`src/rtl/ofdm_rx_pkg.sv`:
```
// Shared receiver definitions: FFT sizing, complex sample type, bit-reversal helper
// and the state encoding of the FFT input reorder buffer.
package ofdm_rx_pkg;

  localparam int FFT_LOG2N = 6;
  localparam int FFT_N     = 64;
  localparam int SAMPLE_Q  = 16;

  typedef struct packed {
    logic signed [SAMPLE_Q-1:0] r;
    logic signed [SAMPLE_Q-1:0] i;
  } cplx_t;

  typedef enum logic {
    ST_FILL  = 1'b0,
    ST_DRAIN = 1'b1
  } buf_state_t;

  // Reverses the low w bits of v; bits at and above w come back as zero.
  function automatic logic [31:0] bitrev(input logic [31:0] v, input int w);
    logic [31:0] r;
    r = '0;
    for (int b = 0; b < 32; b++) begin
      if (b < w) r[b] = v[w-1-b];
    end
    return r;
  endfunction

endpackage

```
`src/rtl/fft_buf_ram.sv`:
```
// Simple dual-port RAM: one write port and one registered, enable-gated read port.
// Contents are never reset.
module fft_buf_ram #(
  parameter int AW = 6,
  parameter int DW = 32
) (
  input  logic          clk,
  input  logic          wr_en,
  input  logic [AW-1:0] wr_addr,
  input  logic [DW-1:0] wr_data,
  input  logic          rd_en,
  input  logic [AW-1:0] rd_addr,
  output logic [DW-1:0] rd_data
);

  logic [DW-1:0] mem [2**AW];

  // rd_data holds its value while rd_en is low, so it doubles as a pipeline stage.
  always_ff @(posedge clk) begin
    if (wr_en) mem[wr_addr] <= wr_data;
    if (rd_en) rd_data <= mem[rd_addr];
  end

endmodule

```
`src/rtl/fft_bitrev_buf.sv`:
```
// Single-bank FFT input reorder buffer: fills one symbol in natural order, then drains it.
// Define FFT_BITREV_BUF_BITREV_EN for bit-reversed readout; otherwise readout is natural order.
module fft_bitrev_buf
  import ofdm_rx_pkg::*;
#(
  parameter int LOG2N = FFT_LOG2N,
  parameter int Q     = SAMPLE_Q,
  parameter int N     = FFT_N
) (
  input  logic             clk,
  input  logic             rst_n,
  input  logic             in_valid,
  output logic             in_ready,
  input  logic [Q-1:0]     data_r_in,
  input  logic [Q-1:0]     data_i_in,
  output logic             out_valid,
  input  logic             out_ready,
  output logic [Q-1:0]     data_r_out,
  output logic [Q-1:0]     data_i_out,
  output logic             out_last,
  output logic [LOG2N-1:0] out_idx
);

  buf_state_t       state_reg, state_next;
  logic [LOG2N-1:0] wr_cnt_reg;
  logic [LOG2N:0]   rd_cnt_reg;
  logic             s1_valid_reg;
  logic [LOG2N-1:0] s1_idx_reg;
  logic             s1_last_reg;

  logic             in_fire, out_fire, out_adv, rd_pend, rd_issue;
  logic [LOG2N-1:0] rd_lo, rd_addr;
  logic [2*Q-1:0]   ram_q;

  assign rd_lo = rd_cnt_reg[LOG2N-1:0];

`ifdef FFT_BITREV_BUF_BITREV_EN
  assign rd_addr = LOG2N'(bitrev(32'(rd_lo), LOG2N));
`else
  assign rd_addr = rd_lo;
`endif

  // Stage 1 is the RAM read register; the output registers form stage 2.
  always_comb begin
    in_ready   = (state_reg == ST_FILL);
    in_fire    = in_valid & in_ready;
    out_fire   = out_valid & out_ready;
    out_adv    = s1_valid_reg & (!out_valid | out_ready);
    rd_pend    = !rd_cnt_reg[LOG2N];
    rd_issue   = (state_reg == ST_DRAIN) & rd_pend & (!s1_valid_reg | out_adv);
    state_next = state_reg;
    case (state_reg)
      ST_FILL:  if (in_fire && wr_cnt_reg == LOG2N'(N-1)) state_next = ST_DRAIN;
      ST_DRAIN: if (out_fire && out_last) state_next = ST_FILL;
      default:  state_next = ST_FILL;
    endcase
  end

  always_ff @(posedge clk or posedge rst_n) begin
    if (rst_n) begin
      state_reg <= ST_FILL;
    end else begin
      state_reg <= state_next;
    end
  end

  always_ff @(posedge clk or posedge rst_n) begin
    if (rst_n) begin
      wr_cnt_reg   <= '0;
      rd_cnt_reg   <= '0;
      s1_valid_reg <= 1'b0;
      s1_idx_reg   <= '0;
      s1_last_reg  <= 1'b0;
      out_valid    <= 1'b0;
      data_r_out   <= '0;
      data_i_out   <= '0;
      out_last     <= 1'b0;
      out_idx      <= '0;
    end else begin
      if (in_fire) wr_cnt_reg <= wr_cnt_reg + 1'b1;

      if (state_reg == ST_DRAIN && out_fire && out_last) begin
        rd_cnt_reg <= '0;
      end else if (rd_issue) begin
        rd_cnt_reg <= rd_cnt_reg + 1'b1;
      end

      if (rd_issue) begin
        s1_valid_reg <= 1'b1;
        s1_idx_reg   <= rd_addr;
        s1_last_reg  <= (rd_lo == LOG2N'(N-1));
      end else if (out_adv) begin
        s1_valid_reg <= 1'b0;
      end

      // Output registers hold whenever a valid sample is stalled by out_ready.
      if (out_adv) begin
        out_valid  <= 1'b1;
        data_r_out <= ram_q[2*Q-1:Q];
        data_i_out <= ram_q[Q-1:0];
        out_idx    <= s1_idx_reg;
        out_last   <= s1_last_reg;
      end else if (out_ready) begin
        out_valid  <= 1'b0;
      end
    end
  end

  fft_buf_ram #(
    .AW(LOG2N),
    .DW(2*Q)
  ) u_ram (
    .clk    (clk),
    .wr_en  (in_fire),
    .wr_addr(wr_cnt_reg),
    .wr_data({data_r_in, data_i_in}),
    .rd_en  (rd_issue),
    .rd_addr(rd_addr),
    .rd_data(ram_q)
  );

endmodule

```
`config.mk`:
```
export PLATFORM = sky130hd
export DESIGN_NAME = fft_bitrev_buf
export DESIGN_NICKNAME = d
export VERILOG_FILES = /design/src/rtl/ofdm_rx_pkg.sv /design/src/rtl/fft_buf_ram.sv /design/src/rtl/fft_bitrev_buf.sv
export SDC_FILE = /design/constraint.sdc
export NUM_CORES = 2
export LEC_CHECK = 0
export BUFFER_PORTS_ARGS = -buffer_cell sky130_fd_sc_hd__buf_2
export CAP_MARGIN = 20
export CORE_MARGIN = 4
export CORE_UTILIZATION = 35
export CTS_BUF_LIST = sky130_fd_sc_hd__clkbuf_4 sky130_fd_sc_hd__clkbuf_8
export CTS_CLUSTER_SIZE = 20
export DETAILED_ROUTE_END_ITERATION = 7
export GPL_ROUTABILITY_DRIVEN = 1
export GPL_TIMING_DRIVEN = 0
export MAX_ROUTING_LAYER = met4
export PLACE_DENSITY = 0.5
export SLEW_MARGIN = 20
export SYNTH_ARGS = -nofsm -noshare
export SYNTH_HDL_FRONTEND = slang
export SYNTH_SLANG_ARGS = --single-unit
```
`constraint.sdc`:
```
create_clock -name clk -period 8.36 [get_ports clk]
set_clock_uncertainty 0.05 [all_clocks]
set_input_delay 1.672 -clock clk [delete_from_list [all_inputs] [get_ports clk]]
set_output_delay 1.672 -clock clk [all_outputs]
set_load 0.02 [all_outputs]
```
Word level (Yosys, flattened, before mapping)

Memory sizes are Yosys's and may differ from the RTL's. A register that Yosys moved wholly into a read port is not among the register bits.
Index checks and enable logic that the tools add are counted.

Register bits after elaboration: 62
Memory bits (writable): 2048
Input bits: 36
Output and inout bits: 41
Memories kept: 1

Memories:

| name      | depth | width | read ports | clocked after Yosys merged registers in | write ports | line              | source |
|---|---|---|---|---|---|---|---|
| u_ram.mem | 64    | 32    | 1          | 1                                       | 1           | fft_buf_ram.sv:16 | `logic [DW-1:0] mem [2**AW];` |

Add/subtract/negate cells: 2
Equality and inequality tests: 2
Multiplexer cells: 11
Bitwise gates (word level): 8
Reductions and logical operators: 10

Operators with widths:

| operator                                     | count |
|---|---|
| 2-to-1 mux 7 bit                             | 2 |
| == test 6 bit (second input constant)        | 2 |
| 2-to-1 mux 1 bit                             | 8 |
| adder 7 x 1 -> 7 bit (second input constant) | 1 |
| adder 6 x 1 -> 6 bit (second input constant) | 1 |
| nonzero test 2 bit                           | 3 |
| bitwise AND 1 bit                            | 5 |
| logical AND 1 bit                            | 4 |
| zero test 1 bit                              | 3 |
| bitwise OR 1 bit                             | 2 |
| case mux 1 bit (2 select lines)              | 1 |
| inverter 1 bit                               | 1 |

Longest topological paths before layout

Word-level depth: 7
Gate-level depth with buffers: 9

Cells and area by module

Synthesis repeated with hierarchy kept, for this count alone.

Cells, all modules: 3494
Area total of the unflattened synthesis: 81303.0 µm²

By module, submodules not included:

| module         | instances | cells an instance | area an instance (µm²) | sequential area each (µm²) |
|---|---|---|---|---|
| fft_buf_ram    | 1         | 3324              | 78835.6                | 62459.9 |
| fft_bitrev_buf | 1         | 170               | 2467.4                 | 1551.5 |

Worst setup path before layout

Ideal clock, no wire load.

Kind: in2reg
Start point: input in_valid
End point: memory u_ram.mem[63][0], enable pin
Library setup time: 0.421 ns
Arrival: 3.951 ns
Data required time: 7.889 ns
Setup slack: 3.938 ns
Stages on the path: 5
Cell sequence: nor2b_1 > and2_1 > clkbuf_1 > nand3_1 > nor2_1

Word-level cells in the longest chain between the ends: 3

RTL lines:

| element                                | line                 | source |
|---|---|---|
| start: declaration                     | fft_bitrev_buf.sv:12 | `input logic in_valid,` |
| bitwise AND 1 bit                      | fft_bitrev_buf.sv:46 | `in_fire = in_valid & in_ready;` |
| 2-to-1 mux 1 bit                       | fft_buf_ram.sv:20    | `if (wr_en) mem[wr_addr] <= wr_data;` |
| 2-to-1 mux 1 bit (not written as such) | fft_buf_ram.sv:20    |  |
| end: declaration                       | fft_buf_ram.sv:16    |  |

Every way passes these cells.

==> impl_metrics.csv <==
group,metric,value,unit
status,status,"finished clean",
critical_path,cp_num_buf_inv,3,
critical_path,arrival,5.01,ns
critical_path,critPathMaxFanout,10,
final_layout,nets,4616,
logic_synthesis,seq_area_frac_synth,77.81,%
clock_network,clkTransAtPathRegs,0.06,ns
worst_hold_path,min_to,"data_r_out[9]",
clock_network,postCtsHoldBufs,0,
final_layout,top_regs,"u_ram.mem: 2048 flops, u_ram.rd_data: 32 flops",
routing,wl_per_cell,32.40,um
sta,period_minus_slack,4.231,ns
final_layout,layout-drive-gt1-share,28.25,%
critical_path,slowest_delay,0.86,ns
routing,wl,259000,um
power_and_ir_drop,p_leak,0.03114,uW
clock_network,clock_latency,1.06,ns
logic_synthesis,yosys.area.top_type,"edfxtp_1",
die,die_w,492.8,um
critical_path,r2r_cells,7,
logic_synthesis,synth_top_family_by_area,"multiplexers",
logic_synthesis,synth_edf_count,2080,
logic_synthesis,synth_fa_ha_area_share,0.03042,%
critical_path,path_cells,"buf_2 > buf_2 > clkbuf_1 > mux4_2 > mux2i_1 > o21ai_0 > a22o_1",
final_layout,final_util,41.83,%
routing,ant_nets,0,
logic_synthesis,ys_top_cells_by_area,"edfxtp_1 (76%), mux4_2 (8.9%), mux2i_1 (5.9%)",
die,pin_count,77,
sta,finalSetupViolations,0,
placed_design,dpl.hpwl,179100,um
final_layout,largest_register,"u_ram.mem",
final_layout,largest_reg_flops,2048,
logic_synthesis,syn_inst,3972,
logic_synthesis,synth_commonest_cells,"edfxtp_1 (2080), mux2i_1 (489), mux4_2 (325)",
logic_synthesis,syn-cell-area,82260,um2
die,start_util,35.28,%
placed_design,gp_congestion,0.8565,
critical_path,worst-path-stages,7,
power_and_ir_drop,peakVddDrop,0.0001430,V
sta,tightest_slew,1.216,ns
placed_design,place_area,90450,um2
global_routing,grt_max_degree,65,
worst_hold_path,hold_path_depth,1,
critical_path,required,9.14,ns
logic_synthesis,synthXorXnorAreaFrac,0.1065,%
logic_synthesis,synthMuxAreaShare,15.61,%
sta,maxSlewHeadroom,18.10,%
sta,post-route-period-util,50.61,%
routing,drt-vias-per-instance,5.386,
critical_path,cpMostUsedCell,"buf_2",
die,core-area,233200,um2
final_layout,syn_to_final_growth,18.59,%
die,dieArea,242900,um2
clock_network,cts_buffer_depth,4,
clock_network,post_cts_resize_count,0,
global_routing,grtUsageTotal,21.61,%
clock_network,cts_tree,"built",
die,die_h,492.8,um
logic_synthesis,syn_nets,4010,
critical_path,crit_slowest_cell,"clkbuf_1",
sta,hold_violations,0,
global_routing,overflow,0,
clock_network,cts_sinks,2142,
logic_synthesis,synthFlopType,"edfxtp_1",
final_layout,layoutNonFillerInstCount,7994,
logic_synthesis,yosysWarningCount,0,
logic_synthesis,synth_most_common_cell,"edfxtp_1",
logic_synthesis,synth_top_area_share,75.93,%
clock_network,cts_buffers,378,
global_routing,antenna_found_initial,23,
critical_path,r2r_setup_slack,4.13,ns
die,rows,177,
placed_design,dp.cells,7329,
critical_path,cp_top_family,"buffers and inverters",
placed_design,numPortBuffers,76,
global_routing,grt_pass1_wl,353200,um
logic_synthesis,avgSynthCellArea,20.71,um2
logic_synthesis,ys_ff_latch,2142,
sta,setup-tns-final,0,ns
critical_path,path_class,"flip-flop to flip-flop",
worst_hold_path,min_path_type,"flip-flop to flip-flop",
clock_network,postCtsSetupRepairBufs,0,
critical_path,reg2reg_from,"rd_cnt_reg[2]",
clock_network,h-tree-depth,5,
sta,rsz0062_at_grt,"false",
global_routing,grt_pass1_vias,43170,
logic_synthesis,synthSimpleGateAreaFrac,1.373,%
critical_path,critPathLaunchType,"flip-flop",
sta,slew_violations,0,
final_layout,stdcell_area,97560,um2
worst_hold_path,hp-start,"u_ram.rd_data[25]",
job,maxCapViolations,0,
logic_synthesis,synth_compound_area_share,3.526,%
routing,drtIter0Drc,4897,
routing,drc,0,
sta,fmax,0.2364,GHz
critical_path,r2r_end,"u_ram.rd_data[31]",
routing,vias,43050,
power_and_ir_drop,power,27380,uW
logic_synthesis,synthArstFlopShare,2.894,%
routing,drt-pass1-iter-count,5,
clock_network,cts_root_buffer,"clkbuf_8",
logic_synthesis,ys_types,43,
power_and_ir_drop,power.density,280.6,nW/um2
critical_path,endpoint_kind,"flip-flop",
[report_power, final]
| group | internal [uW] | total (uW) | switching, uW |
|---|---|---|---|
| registers | 12300 | 12400 | 131 |
| logic | 2070 | 5730 | 3660 |
| clock network | 5010 | 9240 | 4220 |
[worst max-delay path by stage]
stage	from	endpoint	slack (ns)
6_report	rd_cnt_reg[2]	u_ram.rd_data[31]	4.13
5_1_grt	rd_cnt_reg[2]	u_ram.rd_data[31]	4.18
4_1_cts	rd_cnt_reg[2]	u_ram.rd_data[31]	4.26
3_5_place_dp	in_valid	u_ram.mem[23][24]	3.39
3_3_place_gp	in_valid	u_ram.mem[39][12]	1.06
2_1_floorplan	in_valid	u_ram.mem[63][0]	3.94
[per-stage QoR]
| stage | hold WS, ns | setup WS (ns) |
|---|---|---|
| floorplan | 0.4012 | 3.938 |
| global placement | 0.4114 | 1.060 |
| detailed placement | 0.4154 | 3.390 |
| CTS | 0.4270 | 4.263 |
| global route | 0.4414 | 4.183 |
| finish | 0.4243 | 4.129 |
[logic make-up after synthesis]
kind of cell / count (synthesis)
simple gates: 271
xor+xnor: 10
fa+ha+maj: 2
buf+inv: 236
compound gates: 445
flops: 2142
mux: 866
[metal layers]
layer,vias up,track usage (%),wire length (um)
li1,17710,-,-
met1,23110,29.63,111100
met2,1818,32.66,119600
met3,411,3.892,19160
met4,0,7.416,9217
met5,-,-,0
[cell type report]
cell class                      instances  area (um2)
Fill cell                           20560      135600
Sequential cell                      2142       64010
Multi-Input combinational cell       1594       17500
Clock buffer                          524        6424
Tap cell                             3132        3919
Timing Repair Buffer                  226        3772
Buffer                                233        1264
Clock inverter                        127       624.3
Antenna cell                           13       32.53
Inverter                                3       13.76
[cells in the final DEF (no fill, tap or decap), drive strengths merged, types with 3 or more instances in the layout]
master | synthesis | final
clkinv | 0 | 116
a311oi | 4 | 4
mux4 | 328 | 328
nand3b | 4 | 4
mux2 | 49 | 49
and2 | 3 | 3
o21ai | 125 | 125
edfxtp | 2080 | 2080
a31oi | 56 | 56
nor2 | 95 | 95
diode | 0 | 13
nand3 | 14 | 14
dfrtp | 62 | 62
a22oi | 96 | 96
o211ai | 4 | 4
clkbuf | 91 | 615
nand2 | 131 | 131
nor2b | 10 | 10
a22o | 28 | 28
xor2 | 6 | 6
a21oi | 69 | 69
nand4 | 3 | 3
a41oi | 28 | 28
buf | 142 | 368
xnor2 | 4 | 4
clkinvlp | 0 | 5
inv | 3 | 6
mux2i | 489 | 489
nand2b | 5 | 5
a221oi | 32 | 32
bufinv | 0 | 3
Note: power is estimated with default switching activity, not from simulation.
